[config.mk]
export PLATFORM = sky130hd
export DESIGN_NAME = hazard_pipeline_ctrl_flat
export DESIGN_NICKNAME = d
export VERILOG_FILES = /design/src/rtl/hazard_pipeline_ctrl_if.sv /design/src/rtl/hazard_pipeline_ctrl.sv /design/src/flat_wrapper.sv
export SDC_FILE = /design/constraint.sdc
export NUM_CORES = 1
export LEC_CHECK = 0
export ABC_AREA = 1
export BUFFER_PORTS_ARGS = -buffer_cell sky130_fd_sc_hd__clkbuf_2
export CORE_AREA = 2 2 208 210
export DETAILED_ROUTE_END_ITERATION = 8
export DIE_AREA = 0 0 210 212
export HOLD_SLACK_MARGIN = 0.06
export PLACE_DENSITY = 0.8
export SYNTH_ARGS = -nofsm -noshare
export SYNTH_HDL_FRONTEND = slang
export SYNTH_SLANG_ARGS = --single-unit
[constraint.sdc]
create_clock -name clk -period 3.7 [get_ports clk]
set_input_delay 0.185 -clock clk [delete_from_list [all_inputs] [get_ports clk]]
set_output_delay 0.185 -clock clk [all_outputs]
set_load 0.005 [all_outputs]
[src/rtl/hazard_pipeline_ctrl_if.sv]
// Control bundle between the pipeline stages and the hazard controller.
// The pipeline side (master) raises requests; the controller (slave) answers with stall/flush/PC control.
interface hazard_pipeline_ctrl_if #(
    parameter int NUM_STAGES   = 5,
    parameter int NUM_REDIRECT = 2,
    parameter int PC_WIDTH     = 32,
    parameter int CNT_WIDTH    = 32
);
    localparam int SEL_WIDTH = (NUM_STAGES > 1) ? $clog2(NUM_STAGES) : 1;

    logic [NUM_STAGES-1:0]            stage_stall_req;
    logic [NUM_STAGES-1:0]            stage_flush_req;
    logic [NUM_REDIRECT-1:0]          redirect_valid;
    logic [NUM_REDIRECT*PC_WIDTH-1:0] redirect_pc;
    logic                             recover_req;
    logic [PC_WIDTH-1:0]              recover_pc;
    logic [NUM_STAGES-1:0]            stall;
    logic [NUM_STAGES-1:0]            flush;
    logic                             load_pc_we;
    logic [PC_WIDTH-1:0]              load_pc;
    logic                             restore_snapshot;
    logic                             recover_busy;
    logic [SEL_WIDTH-1:0]             stat_sel;
    logic                             stat_clear;
    logic [CNT_WIDTH-1:0]             stat_stall_cnt;
    logic [CNT_WIDTH-1:0]             stat_flush_cnt;

    modport master (
        output stage_stall_req, stage_flush_req, redirect_valid, redirect_pc,
               recover_req, recover_pc, stat_sel, stat_clear,
        input  stall, flush, load_pc_we, load_pc, restore_snapshot, recover_busy,
               stat_stall_cnt, stat_flush_cnt
    );

    modport slave (
        input  stage_stall_req, stage_flush_req, redirect_valid, redirect_pc,
               recover_req, recover_pc, stat_sel, stat_clear,
        output stall, flush, load_pc_we, load_pc, restore_snapshot, recover_busy,
               stat_stall_cnt, stat_flush_cnt
    );
endinterface

[src/rtl/hazard_pipeline_ctrl.sv]
// N-stage stall/flush controller: stall chain, redirect arbitration, value-prediction
// recovery sequencing and saturating per-stage stall/flush statistics.
module hazard_pipeline_ctrl #(
    parameter int NUM_STAGES     = 5,
    parameter int NUM_REDIRECT   = 2,
    parameter int PC_WIDTH       = 32,
    parameter int RECOVER_CYCLES = 2,
    parameter int CNT_WIDTH      = 32
) (
    input logic                   clk,
    input logic                   rst,
    hazard_pipeline_ctrl_if.slave bus
);
    localparam int N           = NUM_STAGES;
    localparam int DRAIN_WIDTH = (RECOVER_CYCLES > 2) ? $clog2(RECOVER_CYCLES) : 1;
    localparam logic [DRAIN_WIDTH-1:0] DRAIN_INIT =
        DRAIN_WIDTH'((RECOVER_CYCLES > 1) ? RECOVER_CYCLES - 2 : 0);

    typedef enum logic [1:0] {IDLE, RESTORE, DRAIN} state_t;

    state_t                 state, state_next;
    logic [DRAIN_WIDTH-1:0] drain_cnt, drain_next;
    logic                   restore_exit;

    logic [N-1:0] raw_hold;
    logic [N-1:0] squash;
    logic [N-1:0] stall_c;
    logic [N-1:0] flush_c;
    logic         redirect_ok;
    logic         win_found;
    int           win_idx;

    logic [CNT_WIDTH-1:0] stall_cnt [N];
    logic [CNT_WIDTH-1:0] flush_cnt [N];

    always_ff @(posedge clk) begin
        if (rst) begin
            state     <= IDLE;
            drain_cnt <= '0;
        end else begin
            state     <= state_next;
            drain_cnt <= drain_next;
        end
    end

    always_comb begin
        state_next   = state;
        drain_next   = drain_cnt;
        restore_exit = 1'b0;
        case (state)
            IDLE: begin
                if (bus.recover_req) state_next = RESTORE;
            end
            RESTORE: begin
                if (!bus.stage_stall_req[N-1]) begin
                    restore_exit = 1'b1;
                    if (RECOVER_CYCLES > 1) begin
                        state_next = DRAIN;
                        drain_next = DRAIN_INIT;
                    end else begin
                        state_next = IDLE;
                    end
                end
            end
            DRAIN: begin
                if (drain_cnt == '0) state_next = IDLE;
                else                 drain_next = drain_cnt - DRAIN_WIDTH'(1);
            end
            default: state_next = IDLE;
        endcase
    end

    // raw_hold ignores redirect squashing; it only decides whether the winner's stage can move.
    always_comb begin
        raw_hold    = '0;
        squash      = '0;
        stall_c     = '0;
        flush_c     = '0;
        win_idx     = 0;
        win_found   = 1'b0;
        redirect_ok = 1'b0;

        raw_hold[N-1] = bus.stage_stall_req[N-1];
        for (int i = N - 2; i >= 0; i--)
            raw_hold[i] = bus.stage_stall_req[i] | bus.stage_flush_req[i+1] | raw_hold[i+1];

        for (int k = 0; k < NUM_REDIRECT; k++) begin
            if (bus.redirect_valid[k]) begin
                win_idx   = k;
                win_found = 1'b1;
            end
        end
        redirect_ok = win_found && (state == IDLE) && !raw_hold[win_idx+1];

        for (int i = 0; i < N; i++)
            squash[i] = redirect_ok && (i <= win_idx);

        stall_c[N-1] = bus.stage_stall_req[N-1] & ~squash[N-1];
        for (int i = N - 2; i >= 0; i--)
            stall_c[i] = (bus.stage_stall_req[i] & ~squash[i]) | bus.stage_flush_req[i+1] | stall_c[i+1];

        // The bottom of a stall chain emits a bubble; a held register downstream blocks it.
        for (int i = 0; i < N; i++)
            flush_c[i] = bus.stage_flush_req[i] | stall_c[i] | squash[i];
        for (int i = 0; i < N - 1; i++)
            if (stall_c[i+1]) flush_c[i] = 1'b0;

        if (restore_exit) begin
            stall_c = '0;
            for (int i = 0; i < N - 1; i++) flush_c[i] = 1'b1;
        end
        if (state == DRAIN) begin
            stall_c[0] = 1'b1;
            flush_c[0] = 1'b1;
        end
    end

    always_comb begin
        bus.stall            = stall_c;
        bus.flush            = flush_c;
        bus.load_pc_we       = 1'b0;
        bus.load_pc          = '0;
        bus.restore_snapshot = restore_exit;
        bus.recover_busy     = (state != IDLE);
        if (restore_exit) begin
            bus.load_pc_we = 1'b1;
            bus.load_pc    = bus.recover_pc;
        end else if (redirect_ok) begin
            bus.load_pc_we = 1'b1;
            bus.load_pc    = bus.redirect_pc[win_idx*PC_WIDTH +: PC_WIDTH];
        end
        if (rst) begin
            bus.stall            = '0;
            bus.flush            = '1;
            bus.load_pc_we       = 1'b0;
            bus.load_pc          = '0;
            bus.restore_snapshot = 1'b0;
            bus.recover_busy     = 1'b0;
        end
    end

    // The readout samples the counters before this cycle's increment or clear.
    always_ff @(posedge clk) begin
        if (rst) begin
            for (int i = 0; i < N; i++) begin
                stall_cnt[i] <= '0;
                flush_cnt[i] <= '0;
            end
            bus.stat_stall_cnt <= '0;
            bus.stat_flush_cnt <= '0;
        end else begin
            for (int i = 0; i < N; i++) begin
                if (bus.stat_clear)
                    stall_cnt[i] <= '0;
                else if (stall_c[i] && (stall_cnt[i] != '1))
                    stall_cnt[i] <= stall_cnt[i] + CNT_WIDTH'(1);
                if (bus.stat_clear)
                    flush_cnt[i] <= '0;
                else if (flush_c[i] && (flush_cnt[i] != '1))
                    flush_cnt[i] <= flush_cnt[i] + CNT_WIDTH'(1);
            end
            if (int'(bus.stat_sel) < N) begin
                bus.stat_stall_cnt <= stall_cnt[bus.stat_sel];
                bus.stat_flush_cnt <= flush_cnt[bus.stat_sel];
            end else begin
                bus.stat_stall_cnt <= '0;
                bus.stat_flush_cnt <= '0;
            end
        end
    end
endmodule

[src/flat_wrapper.sv]
// flat-port wrapper written by rule: the top's interface ports become plain ports
module hazard_pipeline_ctrl_flat 
#(
    parameter int NUM_STAGES     = 5,
    parameter int NUM_REDIRECT   = 2,
    parameter int PC_WIDTH       = 32,
    parameter int RECOVER_CYCLES = 2,
    parameter int CNT_WIDTH      = 32
)
  (clk, rst, bus_stage_stall_req, bus_stage_flush_req, bus_redirect_valid, bus_redirect_pc, bus_recover_req, bus_recover_pc, bus_stat_sel, bus_stat_clear, bus_stall, bus_flush, bus_load_pc_we, bus_load_pc, bus_restore_snapshot, bus_recover_busy, bus_stat_stall_cnt, bus_stat_flush_cnt);
  hazard_pipeline_ctrl_if #(.NUM_STAGES(NUM_STAGES), .NUM_REDIRECT(NUM_REDIRECT), .PC_WIDTH(PC_WIDTH), .CNT_WIDTH(CNT_WIDTH)) bus_i ();
  input logic clk;
  input logic rst;
  input wire logic [$bits(bus_i.stage_stall_req)-1:0] bus_stage_stall_req;
  input wire logic [$bits(bus_i.stage_flush_req)-1:0] bus_stage_flush_req;
  input wire logic [$bits(bus_i.redirect_valid)-1:0] bus_redirect_valid;
  input wire logic [$bits(bus_i.redirect_pc)-1:0] bus_redirect_pc;
  input wire logic [$bits(bus_i.recover_req)-1:0] bus_recover_req;
  input wire logic [$bits(bus_i.recover_pc)-1:0] bus_recover_pc;
  input wire logic [$bits(bus_i.stat_sel)-1:0] bus_stat_sel;
  input wire logic [$bits(bus_i.stat_clear)-1:0] bus_stat_clear;
  output wire logic [$bits(bus_i.stall)-1:0] bus_stall;
  output wire logic [$bits(bus_i.flush)-1:0] bus_flush;
  output wire logic [$bits(bus_i.load_pc_we)-1:0] bus_load_pc_we;
  output wire logic [$bits(bus_i.load_pc)-1:0] bus_load_pc;
  output wire logic [$bits(bus_i.restore_snapshot)-1:0] bus_restore_snapshot;
  output wire logic [$bits(bus_i.recover_busy)-1:0] bus_recover_busy;
  output wire logic [$bits(bus_i.stat_stall_cnt)-1:0] bus_stat_stall_cnt;
  output wire logic [$bits(bus_i.stat_flush_cnt)-1:0] bus_stat_flush_cnt;
  assign bus_i.stage_stall_req = bus_stage_stall_req;
  assign bus_i.stage_flush_req = bus_stage_flush_req;
  assign bus_i.redirect_valid = bus_redirect_valid;
  assign bus_i.redirect_pc = bus_redirect_pc;
  assign bus_i.recover_req = bus_recover_req;
  assign bus_i.recover_pc = bus_recover_pc;
  assign bus_i.stat_sel = bus_stat_sel;
  assign bus_i.stat_clear = bus_stat_clear;
  assign bus_stall = bus_i.stall;
  assign bus_flush = bus_i.flush;
  assign bus_load_pc_we = bus_i.load_pc_we;
  assign bus_load_pc = bus_i.load_pc;
  assign bus_restore_snapshot = bus_i.restore_snapshot;
  assign bus_recover_busy = bus_i.recover_busy;
  assign bus_stat_stall_cnt = bus_i.stat_stall_cnt;
  assign bus_stat_flush_cnt = bus_i.stat_flush_cnt;
  hazard_pipeline_ctrl #(.NUM_STAGES(NUM_STAGES), .NUM_REDIRECT(NUM_REDIRECT), .PC_WIDTH(PC_WIDTH), .RECOVER_CYCLES(RECOVER_CYCLES), .CNT_WIDTH(CNT_WIDTH)) u_core (.clk(clk), .rst(rst), .bus(bus_i));
endmodule
# After elaboration in Yosys (flattened, before gate mapping)
# Memory sizes are Yosys's and may differ from the RTL's. A register that Yosys moved wholly into a read port is not among the register bits.
# Cells that the tools add are included.
# totals
register_bits	3
ram_bits	320
inputBits	115
output_inout_bits	109
word_cells	218
memories	2
# op_classes
add_sub_neg	12
order_cmp	7
n_eq_ne	15
shifts	1
muxes	98
n_bitwise	57
reduce_logical	24
# mem_list
memory	depth	width	read_ports	rd_clocked_by_memory_dff	write_ports	line	source
u_core.flush_cnt	5	32	6	1	5	hazard_pipeline_ctrl.sv:34	logic [CNT_WIDTH-1:0] flush_cnt [N];
u_core.stall_cnt	5	32	6	1	5	hazard_pipeline_ctrl.sv:33	logic [CNT_WIDTH-1:0] stall_cnt [N];
# ops
op	count
$mux W32	23
$add A32 B1 Y32 const B	10
$ne A32 B32 Y1 const B	10
$mux W1	65
$shiftx A64 B7 Y32	1
$or A1 B1 Y1	46
$lt A32 B5 Y1 const B	1
$logic_and A1 B1 Y1	17
$mux W5	3
$mux W2	3
$ne A2 B2 Y1 const B	3
$not A1 Y1	6
$pmux W2 S3	1
$and A1 B1 Y1	5
$le A2 B1 Y1 const A	2
$mux W4	1
$reduce_bool A2 Y1	2
$bmux W1 S3	1
$le A3 B1 Y1 const A	1
$lt A3 B3 Y1 const B	1
$reduce_and A3 Y1	1
$add A1 B1 Y2 const B	1
$eq A2 B1 Y1 const B	1
$eq A2 B2 Y1 const B	1
7 further kinds	8

# Longest topological paths before layout
# Gate-level depths: netlist of the first run.
# depth
depth_word	29
ltp_mapped	12
ltp_nobuf	11

# Worst setup path before layout of the first run
# Ideal clock, no wire load.
# synth_timing
kind	register to register
startpoint	mem u_core.flush_cnt[0][0]
endpoint	mem u_core.flush_cnt[0][0], enable pin
setup_time_ns	0.478
t_arrival_ns	2.157
required_time_ns	3.222
setup_slack_ns	1.064
stages_incl_launch_ff	12
path_buffers	1
synth_period_minus_slack_ns	2.636
path_cell_list	edfxtp_1 ha_1 nand3_2 nor2_4 nand3_2 nor2_4 nand2_2 nor2_4 a31oi_1 nand2_2 buf_6 nand2_1
# synth_rtl
element	line
from (decl)	hazard_pipeline_ctrl.sv:34

# Worst setup path after layout of the first run
# layout_timing
startpoint	reg u_core.state[1]
endpoint	out bus_load_pc[31]
# layout_via
elab_chain_cells	6
elab_cells_between_ends	8
cone_classes	eq/ne: 1; mux: 4; reduce/logical: 3
# layout_rtl
element	line	source
from (decl)	hazard_pipeline_ctrl.sv:21	state_t state, state_next;
from (signal assigned)	hazard_pipeline_ctrl.sv:41	state <= state_next;
$logic_not A2 Y1	hazard_pipeline_ctrl.sv:93	redirect_ok = win_found && (state == IDLE) && !raw_hold[win_idx+1];
$logic_and A1 B1 Y1 (2 in a row)	hazard_pipeline_ctrl.sv:93	
$mux W32	hazard_pipeline_ctrl.sv:128	end else if (redirect_ok) begin
$mux W32 (*)	hazard_pipeline_ctrl.sv:125	if (restore_exit) begin
$mux W32 (*)	hazard_pipeline_ctrl.sv:132	if (rst) begin
to (decl)	flat_wrapper.sv:25	output wire logic [$bits(bus_i.load_pc)-1:0] bus_load_pc;
# Mark *: on every way between the ends. The rest lies on a longest branch, timed or not.

==> results of run 1 <==
[cell usage after synthesis (all sizes together)]
master	number
a32o	33
ha	10
a31oi	1
nor3b	14
a21oi	246
inv	500
buf	53
or2	42
edfxtp	320
nand2	604
o21ai	248
nand3	112
dfxtp	66
xnor2	35
o22ai	8
xor2	136
and3	1
nor4	35
nand3b	10
nand4	90
o31ai	2
nor2	481
clkbuf	59
nor3	164
or3	1
nor4b	1
[cells by family after synthesis]
family	after synthesis	synth area share, %
AOI/OAI and AO/OA	538	11.5
xor gates and xnor gates	171	5.97
and+or+nand+nor	1555	28.7
adders and majority gates	10	0.499
DFF	386	43.6
buffers and inverters	612	9.80
[critical path: stages (launching register included)]
cell	delay, ns
dfxtp_1	0.33
or2_1	0.25
nor2_1	0.17
nand2_1	0.14
inv_1	0.72
a32o_1	0.38
clkbuf_2	0.15
[stage by stage]
stage	instance area, sq um	std cells	hold WS [ns]	power, uW
after floorplan	25100	3272	0.353	5990
final	28000	4041	0.241	10800
after detailed placement	26600	3961	0.465	6500
after global routing	28000	4040	0.254	11100
after global placement	26600	3961	0.462	6470
after CTS	28000	4040	0.183	10800
[final timing paths]
check,end,cells past startpoint
setup / recovery,bus_load_pc[31],6
hold / removal,u_core.state[1]$_SDFFE_PP0P_,4
setup reg to reg,u_core.flush_cnt[3][29]$_SDFFCE_PN0P_,10
hold reg to reg,u_core.stall_cnt[4][0]$_SDFFCE_PN0P_,1
[power by group through the flow]
stage / Combinational (uW) / Clock (uW) / Sequential (uW)
2_1_floorplan: 731 / 0 / 5260
3_3_place_gp: 1140 / 0 / 5340
3_5_place_dp: 1150 / 0 / 5350
4_1_cts: 1160 / 4370 / 5260
5_1_grt: 1300 / 4550 / 5300
6_report: 1190 / 4350 / 5270
[registers in the layout, indices dropped and copies added (netlist names)]
name,cells
u_core.flush_cnt,160
u_core.state,2
u_core.bus.stat_stall_cnt,32
u_core.stall_cnt,160
u_core.bus.stat_flush_cnt,32
[area by class of cell]
| type | instances | share of cell area (%) |
|---|---|---|
| antenna | 1 | 0.00893 |
| clock buffer | 59 | 4.45 |
| clock inverter | 17 | 0.562 |
| inverter | 500 | 6.70 |
| multi-input combinational | 2274 | 41.7 |
| sequential | 386 | 39.0 |
| tap | 546 | 2.44 |
| timing repair buffer | 258 | 5.14 |
[routing by layer]
metal  vias to the layer above  global-route usage (%)  share of wire, %
met1                     10906                    45.9                41
met4                         4                    10.1               2.9
li1                      11211                       -                 -
met3                       160                    6.00                10
met5                         -                       0             0.033
met2                      1309                    55.7                46
==> run metrics, run 1 <==
Pre-antenna DRT Iters=6; DIE HEIGHT=212 um; RR Startpoint=u_core.flush_cnt[3][0]$_SDFFCE_PN0P_; multi-input combinational cell area=0.0117 sq mm; worst vdd ir=0.000299 V; WL final=75800 um; Num Clock Sinks=386; Lkg Pwr=0.0112 uW; Startpoint Class=flip-flop; Net count, final=3587; top-area cell type share of the netlist area=38.3%; DR vias/cell=5.84; Max Clk Rate=346 MHz; ratio of cells with drive above 1 in the final layout=13.5%; critical path fanouts, max=32; Die W=210 um; Hold Buf Count CTS=3; Routed Antenna Nets=0; Top Ports=224; Clk pwr share=40.3%; Critical Path End Type=output pin; Root Buffer=clkbuf_16; Yosys warnings=0; Sequential Power Share=48.7%; Initial Utilization=59.0%; commonest cells after routing, fill and taps aside=nand2_1, inv_1, nor2_1, edfxtp_1, o21ai_0; Std-Cell Rows=76; global-route total usage across every layer=33.8%; grt ovf=0; initial antenna violation count=3; Vias=23590; Setup WS pre-CTS=0.831 ns; crit path from=u_core.state[1]$_SDFFE_PP0P_; min Tclk post-route=2.89 ns; largest cells by area after synthesis=edfxtp_1, nand2_1, inv_1, nor2_1, dfxtp_1; RSZ-0062 raised after global routing=false; HP Start=bus_stage_stall_req[4]; max_slew headroom=36.2%; # DRC=0; vias in the first global route=21823; largest net degree at the start of global routing=106; Max Slew Vio Count=0; CTS H-tree lvls=2; post-layout util=66.0%; GP Congestion=1.02; first-pass GRT wire length=118000 um; Final Setup Violations=0; Post-Synthesis Cell Area=0.0251 sq mm; final worst slack=0.806 ns; worst clock skew=0.0208 ns; area leader, netlist=edfxtp_1; Register Area=0.0109 sq mm; Tcrit/Tclk final=78.2%; Core Area=0.0425 sq mm; setup slack, reg-to-reg=0.85 ns; setup_tns=0 ns; CP required=3.51 ns; DIE AREA=0.0445 sq mm; max cap viols=0; Cell Int Power=7860 uW; HP Class=in -> reg; Fill cells=3685; postcts setup bufs=0; clock transition at the registers of the reported paths=0.05 ns; Initial DRC Count=2823; Mapped Cells=3272; Final Hold Viols=0; critical path class=reg -> out; Area Overhead vs Synth=11.8%; cell area power density=385 mW/mm^2; switching power=2950 uW; combinational share of power=11.0%; Seq/Total Area, Yosys=43.6%; synthesized area per cell=7.66 sq um; commonest non-fill, non-tap cell in the layout=nand2_1; TritonCTS buffer count=42; Port Buf Inserts=223; sw frac=27.3%; final HPWL from detailed placement=57800 um; PostCTS Resize Cnt=0; #FFs+latches synth=386; syn nets=3397; status=finished clean; TritonCTS clock tree=done; drt wl/cell=18.8 um; Synth cell types=47; clk_lat worst skew=0.60 ns; CP Data Arrival Time=2.71 ns; Slew @ Worst Pin=0.956 ns; clk buf depth=3
Power figures use the tool's default switching activity.
==> run 2: changes to the inputs <==
==> constraint.sdc (replaced) <==
create_clock -name clk -period 2.9 [get_ports clk]
set_input_delay 0.145 -clock clk [delete_from_list [all_inputs] [get_ports clk]]
set_output_delay 0.145 -clock clk [all_outputs]
set_load 0.005 [all_outputs]
==> run 2 against run 1 <==
  * Clock power grew 32%
  * Worst hold slack lost 0.039 ns
  * Design area grew 0.49%
  * First-iteration DRC count grew 2.3%
  * Critical path type unchanged
  * Register-to-register slack lost 0.44 ns
  * Die area is the same
  * Sequential share of layout area shrank 0.19 points
==> run metrics, run 2 (synthesized netlist as in run 1, its figures left out) <==
Vias=23562; commonest cells after routing, fill and taps aside=nand2_1, inv_1, nor2_1, edfxtp_1, o21ai_0; grt ovf=0; CP Data Arrival Time=2.53 ns; worst clock skew=0.0282 ns; RSZ-0062 raised after global routing=false; clk_lat worst skew=0.59 ns; drt wl/cell=19.0 um; DR vias/cell=5.82; Num Clock Sinks=386; CP delay by family, top=buffers and inverters; largest registers=u_core.flush_cnt x160, u_core.stall_cnt x160; vias in the first global route=21849; Initial Utilization=59.0%; status=finished clean; Non-Filler Instances=4051; DIE HEIGHT=212 um; largest net degree at the start of global routing=126; initial antenna violation count=7; CP required=2.76 ns; critical path fanouts, max=17; cell breakdown of the critical path=or2_1 > nor2_1 > nand2_1 > inv_1 > buf_4 > a32o_1 > clkbuf_2; Slew @ Worst Pin=0.844 ns; ratio of cells with drive above 1 in the final layout=13.8%; CTS H-tree lvls=2; final HPWL from detailed placement=58000 um; worst vdd ir=0.000423 V; HP Class=in -> reg; Net count, final=3594; critical path class=reg -> out; min Tclk post-route=2.68 ns; setup_tns=0 ns; cell area power density=497 mW/mm^2; clock transition at the registers of the reported paths=0.06 ns; commonest non-fill, non-tap cell in the layout=nand2_1; Lkg Pwr=0.0112 uW; slowest library cell on the worst path=inv_1; Std-Cell Rows=76; Routed Antenna Nets=0; Fill cells=3724; global-route total usage across every layer=33.9%; Pre-antenna DRT Iters=7; Port Buf Inserts=223; WL final=76800 um; Max Clk Rate=374 MHz; max_slew headroom=43.7%; Tcrit/Tclk final=92.3%; Die W=210 um; TritonCTS buffer count=43; placed insts=3967; TritonCTS clock tree=done; first-pass GRT wire length=118000 um; crit path buf inv count=3; Final Hold Viols=0; Max Slew Vio Count=0; clk buf depth=3; Critical Path End Type=output pin; Final Setup Violations=0; Root Buffer=clkbuf_16; Area Overhead vs Synth=12.3%; # DRC=0; DIE AREA=0.0445 sq mm; Startpoint Class=flip-flop; GP Congestion=0.986; Pwr Total=14000 uW; max cap viols=0; Core Area=0.0425 sq mm; Initial DRC Count=2888; biggest cell delay along the critical path=0.40 ns; Top Ports=224
-- run 2: area by class of cell --
| class | instances | area, sq um | share of cell area [%] |
|---|---|---|---|
| antenna | 1 | 2.50 | 0.00888 |
| clock buffer | 60 | 1340 | 4.76 |
| clock inverter | 20 | 144 | 0.511 |
| inverter | 500 | 1880 | 6.67 |
| multi-input combinational | 2274 | 11700 | 41.5 |
| sequential | 386 | 10900 | 38.8 |
| tap | 546 | 683 | 2.42 |
| timing repair buffer | 264 | 1500 | 5.32 |
-- run 2: power breakdown --
| group | total (uW) | switching [uW] | internal (uW) |
|---|---|---|---|
| registers | 6730 | 372 | 6360 |
| clock network | 5740 | 2400 | 3340 |
| logic | 1530 | 1060 | 473 |
| total | 14000 | 3830 | 10200 |
-- run 2: worst min-delay path, delay by kind of cell --
| kind | cells | cell delay [ns] |
|---|---|---|
| buf+inv | 2 | 0.27 |
| simple gates | 2 | 0.31 |
-- run 2: what timing repair did --
action                                 4_1_cts  5_1_grt
hold buffers                                 3        0
endpoints found under the hold margin       13        0
resized for setup                            0        0
setup buffers                                0        0
-- run 2: worst paths after layout --
check	start	end	slack (ns)	cells after the start
max	u_core.state[1]$_SDFFE_PP0P_	bus_load_pc[29]	0.22	7
min	bus_stage_stall_req[4]	u_core.state[1]$_SDFFE_PP0P_	0.20	4
max reg2reg	u_core.flush_cnt[3][0]$_SDFFCE_PN0P_	u_core.flush_cnt[3][9]$_SDFFCE_PN0P_	0.41	11
min reg2reg	u_core.stall_cnt[4][0]$_SDFFCE_PN0P_	u_core.stall_cnt[4][0]$_SDFFCE_PN0P_	0.59	1
-- run 2: stage by stage --
stage | hold WS, ns | instance area [sq um] | util, % | worst slack [ns]
after floorplan | 0.313 | 25100 | - | 0.264
after global placement | 0.426 | 26700 | 62.7 | 0.502
after detailed placement | 0.438 | 26700 | 62.7 | 0.425
after CTS | 0.160 | 28200 | 66.3 | 0.242
after global routing | 0.239 | 28200 | 66.3 | 0.0830
final | 0.202 | 28200 | 66.3 | 0.224
-- run 2: routing by layer --
layer | wire length (um) | GRT usage [%] | up-vias | part of all wire [%]
met1 | 32000 | 46.0 | 10865 | 42
met3 | 7650 | 6.10 | 181 | 10
met2 | 34500 | 54.8 | 1288 | 45
met5 | 111 | 0 | - | 0.14
li1 | - | - | 11216 | -
met4 | 2600 | 12.1 | 12 | 3.4
